<file path="src/rtl/mips_pkg.sv">
// Shared definitions for the MIPS pipeline: fetch FSM states and fetch constants.
package mips_pkg;

  typedef enum logic {
    FETCH = 1'b0,
    WAIT  = 1'b1
  } fetch_state_t;

  localparam logic [31:0] INSTR_NOP        = 32'h0000_0000;
  localparam logic [31:0] PC_STEP          = 32'd4;
  localparam logic [31:0] DEFAULT_RESET_PC = 32'h0000_0000;

endpackage

</file>
<file path="src/rtl/fetch_skid_buf.sv">
// One-entry {instruction, pc} holding register that catches a fetched word
// while the IF/ID output slot is stalled.
module fetch_skid_buf
  import mips_pkg::*;
(
  input  logic        clk,
  input  logic        rst,
  input  logic        i_load,
  input  logic        i_clear,
  input  logic [31:0] i_instr,
  input  logic [31:0] i_pc,
  output logic        o_valid,
  output logic [31:0] o_instr,
  output logic [31:0] o_pc
);

  logic        r_valid;
  logic [31:0] r_instr;
  logic [31:0] r_pc;

  // Clear wins over load so a redirect always empties the buffer.
  always_ff @(posedge clk) begin
    if (rst) begin
      r_valid <= 1'b0;
      r_instr <= INSTR_NOP;
      r_pc    <= 32'h0;
    end else if (i_clear) begin
      r_valid <= 1'b0;
    end else if (i_load) begin
      r_valid <= 1'b1;
      r_instr <= i_instr;
      r_pc    <= i_pc;
    end
  end

  assign o_valid = r_valid;
  assign o_instr = r_instr;
  assign o_pc    = r_pc;

endmodule

</file>
<file path="src/rtl/if_fetch_unit.sv">
// Instruction-fetch stage: PC, single-outstanding imem request FSM, redirect
// discard tracking, and a registered IF/ID output slot backed by a skid buffer.
module if_fetch_unit
  import mips_pkg::*;
#(
  parameter logic [31:0] RESET_PC = DEFAULT_RESET_PC
) (
  input  logic        clk,
  input  logic        rst,
  input  logic        stall,
  input  logic        redirect_valid,
  input  logic [31:0] redirect_pc,
  output logic        imem_req,
  output logic [31:0] imem_addr,
  input  logic        imem_ready,
  input  logic        imem_rvalid,
  input  logic [31:0] imem_rdata,
  output logic        out_valid,
  output logic [31:0] instruction_out,
  output logic [31:0] PCNow_out,
  output logic [31:0] PCNext4_out
);

  fetch_state_t r_state, w_stateNext;
  logic [31:0]  r_pc, w_pcNext;
  logic         r_discard, w_discardNext;

  logic         r_outValid;
  logic [31:0]  r_instr;
  logic [31:0]  r_pcNow;
  logic [31:0]  r_pcNext4;

  logic         w_bufValid;
  logic [31:0]  w_bufInstr;
  logic [31:0]  w_bufPc;

  logic         w_accept;
  logic         w_deliver;
  logic         w_consume;
  logic         w_bufLoad;
  logic         w_bufClear;

  assign imem_req   = ~rst & (r_state == FETCH) & ~w_bufValid;
  assign imem_addr  = r_pc;
  assign w_accept   = imem_req & imem_ready;
  assign w_deliver  = (r_state == WAIT) & imem_rvalid & ~r_discard & ~redirect_valid;
  assign w_consume  = r_outValid & ~stall;
  assign w_bufLoad  = w_deliver & r_outValid & ~w_consume;
  assign w_bufClear = redirect_valid | (w_consume & w_bufValid);

  always_ff @(posedge clk) begin
    if (rst) begin
      r_state   <= FETCH;
      r_pc      <= RESET_PC;
      r_discard <= 1'b0;
    end else begin
      r_state   <= w_stateNext;
      r_pc      <= w_pcNext;
      r_discard <= w_discardNext;
    end
  end

  // A redirect landing in WAIT together with rvalid drops that word directly
  // rather than arming discard for a response that will never come.
  always_comb begin
    w_stateNext   = r_state;
    w_pcNext      = r_pc;
    w_discardNext = r_discard;
    case (r_state)
      FETCH: begin
        if (w_accept) w_stateNext = WAIT;
      end
      WAIT: begin
        if (imem_rvalid) begin
          w_stateNext   = FETCH;
          w_discardNext = 1'b0;
          if (!r_discard) w_pcNext = r_pc + PC_STEP;
        end
      end
      default: w_stateNext = FETCH;
    endcase
    if (redirect_valid) begin
      w_pcNext = redirect_pc & ~32'h3;
      if (w_accept || ((r_state == WAIT) && !imem_rvalid)) begin
        w_discardNext = 1'b1;
        w_stateNext   = WAIT;
      end
    end
  end

  always_ff @(posedge clk) begin
    if (rst) begin
      r_outValid <= 1'b0;
      r_instr    <= INSTR_NOP;
      r_pcNow    <= 32'h0;
      r_pcNext4  <= 32'h0;
    end else if (redirect_valid) begin
      r_outValid <= 1'b0;
    end else if (w_deliver && (!r_outValid || w_consume)) begin
      r_outValid <= 1'b1;
      r_instr    <= imem_rdata;
      r_pcNow    <= r_pc;
      r_pcNext4  <= r_pc + PC_STEP;
    end else if (w_consume && w_bufValid) begin
      r_outValid <= 1'b1;
      r_instr    <= w_bufInstr;
      r_pcNow    <= w_bufPc;
      r_pcNext4  <= w_bufPc + PC_STEP;
    end else if (w_consume) begin
      r_outValid <= 1'b0;
    end
  end

  fetch_skid_buf u_skid (
    .clk     (clk),
    .rst     (rst),
    .i_load  (w_bufLoad),
    .i_clear (w_bufClear),
    .i_instr (imem_rdata),
    .i_pc    (r_pc),
    .o_valid (w_bufValid),
    .o_instr (w_bufInstr),
    .o_pc    (w_bufPc)
  );

  assign out_valid       = r_outValid;
  assign instruction_out = r_instr;
  assign PCNow_out       = r_pcNow;
  assign PCNext4_out     = r_pcNext4;

endmodule
</file>
<file path="config.mk">
export PLATFORM = sky130hd
export DESIGN_NAME = if_fetch_unit
export DESIGN_NICKNAME = d
export VERILOG_FILES = /design/src/rtl/mips_pkg.sv /design/src/rtl/fetch_skid_buf.sv /design/src/rtl/if_fetch_unit.sv
export SDC_FILE = /design/constraint.sdc
export NUM_CORES = 1
export LEC_CHECK = 0
export BUFFER_PORTS_ARGS = -buffer_cell sky130_fd_sc_hd__buf_2
export CORE_UTILIZATION = 45
export DETAILED_ROUTE_END_ITERATION = 16
export PLACE_DENSITY = 0.68
export RECOVER_POWER = 50
export SLEW_MARGIN = 20
export SYNTH_ARGS = -nofsm -noshare
export SYNTH_HDL_FRONTEND = slang
export SYNTH_SLANG_ARGS = --single-unit
</file>
<file path="constraint.sdc">
create_clock -name clk -period 4.8 [get_ports clk]
set_input_delay 0.48 -clock clk [delete_from_list [all_inputs] [get_ports clk]]
set_output_delay 0.48 -clock clk [all_outputs]
set_load 0.05 [all_outputs]
</file>
==> results of run 1 <==
-- cell type report --
class | count | area (sq um)
inverters | 13 | 48.80
repair buffers | 205 | 897.1
multi-input cells | 869 | 4888
clock inverters | 15 | 176.4
well taps | 265 | 331.6
flip-flops and latches | 188 | 3764
fillers | 1959 | 9184
clock buffers | 17 | 425.4
diodes | 1 | 2.502
-- where the power goes --
part / internal, mW / total, mW / switching [mW] / leakage, nW
clock: 0.788 / 1.46 / 0.673 / 0.283
combinational: 0.0832 / 0.328 / 0.245 / 1.70
sequential: 1.59 / 1.65 / 0.0582 / 1.52
total: 2.47 / 3.44 / 0.976 / 3.51
-- state kept, by name (all words and copies together), names as in the netlist --
register         cells
PCNext4_out         30
PCNow_out           30
imem_addr           30
instruction_out     32
out_valid            1
r_discard            1
r_state              1
u_skid.o_instr      32
u_skid.o_pc         30
u_skid.o_valid       1
-- metal layers --
layer  share of wire (%)  vias up  wire length, um  track usage (%)
li1                    -     4340                -                -
met1                  45     4143            11960            33.37
met2                  46      317            12240            40.46
met3                 7.4       44             1990            6.746
met4                 2.5        0              667            10.86
met5                   0        -                0                0
-- metrics by stage --
stage	power, mW	std cells	instance area (sq um)
floorplan	1.927	1188	9189
global placement	2.022	1540	10100
detailed placement	2.024	1540	10100
CTS	3.482	1572	10700
global route	3.563	1573	10530
finish	3.442	1573	10530
-- cells in the final DEF (no fill, tap or decap), drive strengths merged, types with 28 or more instances in the layout --
| cell type | synthesis | final |
|---|---|---|
| nand2 | 289 | 289 |
| dfxtp | 188 | 188 |
| clkbuf | 74 | 145 |
| nor2 | 125 | 125 |
| a21oi | 90 | 90 |
| buf | 44 | 77 |
| a311oi | 66 | 66 |
| xnor2 | 48 | 48 |
| a211oi | 34 | 34 |
| nand3 | 28 | 28 |
-- worst paths after layout --
path	start	endpoint	slack (ns)	cells after the start
worst min register to register	u_skid.o_instr[27]	u_skid.o_instr[27]	0.46	2
worst min-delay path	imem_rvalid	r_discard	0.28	2
worst max register to register	r_state	instruction_out[29]	1.54	6
worst max-delay path	r_state	instruction_out[29]	1.54	6
-- cell families after synthesis --
group | share of synthesized area (%)
AOI/OAI and AO/OA | 17.59
adders and majority gates | 0.2728
buffers and inverters | 6.345
DFF | 41.04
other | 0.04089
and+or+nand+nor | 27.64
xor gates and xnor gates | 5.731
muxes | 1.337
-- critical path: stages (launching register included) --
cell,delay (ns)
dfxtp_1,0.39
and3b_1,0.17
clkbuf_1,0.85
nand2_4,0.78
buf_4,0.55
nor2_1,0.16
a311oi_1,0.07
-- cells in the mapped netlist (all sizes together) (21+ instances only) --
| master | instances | area share, % |
|---|---|---|
| nor2 | 125 | 5.1 |
| dfxtp | 188 | 41 |
| a21oi | 90 | 4.9 |
| a211oi | 34 | 2.8 |
| nand4 | 27 | 2.5 |
| xnor2 | 48 | 4.6 |
| nand3 | 28 | 1.7 |
| nor3 | 23 | 1.4 |
| a311oi | 66 | 6.3 |
| nor4 | 21 | 1.9 |
| clkbuf | 74 | 3.1 |
| nand2 | 289 | 12 |
| buf | 44 | 2.8 |
==> results.cfg, run 1 <==
[sta]
drv_slew = 66
fin_hold_ws_ns = 0.2769
fin_crit_ns = 3.256
setup_ws_ns = 1.544
hold_viol = 0
fin_crit_sh_pct = 67.84
setup_viol = 0
rsz0062_at_grt = no
worst_pin_slew_ns = 2.780
clock-skew-final_ns = 0.01665
setup-tns-final_ns = 0
max-slew-margin-rel_pct = -85.34
max_freq_mhz = 307.1

[route]
first_iter_violations = 606
viasPerCell = 5.622
wl_per_cell_um = 17.07
dr.pass1.iters = 5
routed_wl_um = 26860
drcViolationCount = 0
ant_nets = 0
num_vias = 8844

[clock_tree]
clock-sinks = 188
cts_tree = yes
post_cts.repair.setup_buffers = 0
clk_latency_ns = 0.44
clkTransAtPathRegs_ns = 0.07
ctsHtreeMaxLevel = 4
postCtsResizedCells = 0
cts_made_buffers = 17
cts_hold_buf = 0
clock_path_buffers = 2
clockRootBuffer = clkbuf_16

[floorplanning]
rows = 51
io_pins = 200
coreArea_sq_um = 19720
dieArea_sq_um = 20950
die_w_um = 144.8
start_util_pct = 46.51
die_h_um = 144.8

[logic_synthesis]
synth-main-ff-cell = dfxtp_1
ys_seq_elements = 188
async_flop_share_pct = 0
syn_area_sq_um = 9170
syn_area_per_cell_sq_um = 7.752
synth-seq-area-share_pct = 41.04
synthCells = 1183
synth.distinct_cells = 55
synth_edf_count = 0
ys_warn_count = 0

[setup_path]
cp-start-kind = flop
crit_type = reg2reg
setup.worst_path.end_class = flop
worst-path-max-fanout = 71
cp.required_ns = 4.98
crit_arrival_ns = 3.44

[placed_design]
preCtsSetupSlack_ns = 1.992
port_buffers = 191
place.gp.congestion = 0.8415
dp_hpwl_um = 17430

[worst_hold_path]
hold_path_class = in2reg

[grt]
antenna_found_initial = 1
grt_pass1_wl_um = 42040
gr-total-overflow = 0
grt_pass1_vias = 8029
track_usage_pct = 25.78
grt_max_degree = 72

[pwr]
p_per_area_nw_per_um2 = 326.7
ir_drop_uv = 236.0
p_leak_nw = 3.511

[status]
status = complete, but fails checks
failed_checks = capacitance limit, slew limit

[flow_run]
maxCapViolations = 1

[cells_and_area]
layout-drive-gt1-share_pct = 10.18
fin_nets = 1366
utilization_pct = 53.42
area_delta_synth_final_pct = 14.87
No activity file was read; power rests on OpenSTA's default activity.
==> run 2: changes to the inputs <==
clock period = 3.1 ns   (was 4.8 ns; I/O delays follow)
==> results.cfg, run 2 (synthesis gave the netlist of run 1 again) <==
[cells_and_area]
area_delta_synth_final_pct = 16.00
fin_nets = 1380
layout-drive-gt1-share_pct = 11.20
utilization_pct = 53.95
final_cell_mix = 289 x nand2_1, 188 x dfxtp_1, 126 x clkbuf_1
antennaDiodeCount = 0
final_common_cell = nand2_1
fillers = 1987

[sta]
hold_viol = 0
fin_crit_sh_pct = 86.74
max-slew-margin-rel_pct = 29.41
max_freq_mhz = 371.9
rsz0062_at_grt = no
fin_crit_ns = 2.689
setup-tns-final_ns = 0
clock-skew-final_ns = 0.009272
fin_hold_ws_ns = 0.1090
drv_slew = 0
setup_viol = 0
worst_pin_slew_ns = 1.059

[route]
drcViolationCount = 0
first_iter_violations = 593
wl_per_cell_um = 17.23
routed_wl_um = 27330
viasPerCell = 5.652
num_vias = 8964
ant_nets = 0
dr.pass1.iters = 7

[setup_path]
r2r_slack_ns = 0.41
cp-start-kind = flop
crit_arrival_ns = 3.04
slowest_delay_ns = 0.80
crit_type = reg2reg
crit_buf_inv = 1
crit_family = simple AND/OR/NAND/NOR gates
setup.worst_path.end_class = flop
cp_slowest_cell = clkbuf_2
path_cells = and3b_1 > and2_0 > clkbuf_2 > nand2_1 > o221ai_1
cp.required_ns = 3.45
worst-path-max-fanout = 46

[clock_tree]
post_cts.repair.setup_buffers = 0
cts_tree = yes
clock-sinks = 188
clock_path_buffers = 2
ctsHtreeMaxLevel = 4
cts_made_buffers = 17
clkTransAtPathRegs_ns = 0.07
clk_latency_ns = 0.44
clockRootBuffer = clkbuf_16
cts_hold_buf = 0
postCtsResizedCells = 0

[floorplanning]
dieArea_sq_um = 20950
rows = 51
die_w_um = 144.8
start_util_pct = 46.51
io_pins = 200
coreArea_sq_um = 19720
die_h_um = 144.8

[flow_run]
maxCapViolations = 0

[worst_hold_path]
hold_path_class = in2reg

[placed_design]
dp_hpwl_um = 18200
place.gp.congestion = 0.8624
port_buffers = 191

[grt]
gr-total-overflow = 0
track_usage_pct = 26.41
grt_pass1_vias = 8109
grt_max_degree = 117
grt_pass1_wl_um = 43070
antenna_found_initial = 0

[pwr]
p_per_area_nw_per_um2 = 488.4
ir_drop_uv = 376.4
p_leak_nw = 3.584

[status]
status = completed
run 2: worst reg2reg max path: cells and delay by family, from the launching register on:
kind	cells	cell delay (ns)
AOI/OAI and AO/OA	1	0.24
buffers and inverters	1	0.80
DFF	1	0.39
and+or+nand+nor	3	1.18
run 2: worst paths after layout:
check / start / end / cells after the start
worst max-delay path: r_state / PCNext4_out[31] / 5
worst min-delay path: imem_rvalid / r_discard / 2
worst max register to register: r_state / PCNext4_out[31] / 5
worst min register to register: u_skid.o_instr[10] / u_skid.o_instr[10] / 2
run 2: layer usage:
layer	global-route usage, %	up-vias	share of wire (%)
met1	34.91	4197	45
met3	5.857	53	7.7
met5	0	-	0
li1	-	4356	-
met2	41.40	358	45
met4	11.14	0	2.7
run 2: report_power, final:
group / internal [mW] / total [mW] / switching [mW]
combinational: 0.140 / 0.538 / 0.398
sequential: 2.47 / 2.54 / 0.0741
clock: 1.06 / 2.11 / 1.06
total: 3.67 / 5.20 / 1.53
run 2: layout make-up:
class / count / area (sq um) / area share [%]
multi-input combinational: 869 / 4881 / 45.88
clock inverter: 15 / 132.6 / 1.247
clock buffer: 17 / 425.4 / 3.999
timing repair buffer: 219 / 1055 / 9.915
inverter: 13 / 48.80 / 0.4587
sequential: 188 / 3764 / 35.38
tap: 265 / 331.6 / 3.117
run 2: through the flow:
stage                     setup WS (ns)  area [sq um]  total power, mW  std cells
after floorplan                  0.8198          9189            2.983       1188
after global routing             0.2415         10640            5.381       1586
after CTS                        0.6532         10830            5.244       1586
after detailed placement         0.6736         10270            3.149       1554
final                            0.4110         10640            5.196       1586
after global placement           0.7603         10270            3.146       1554
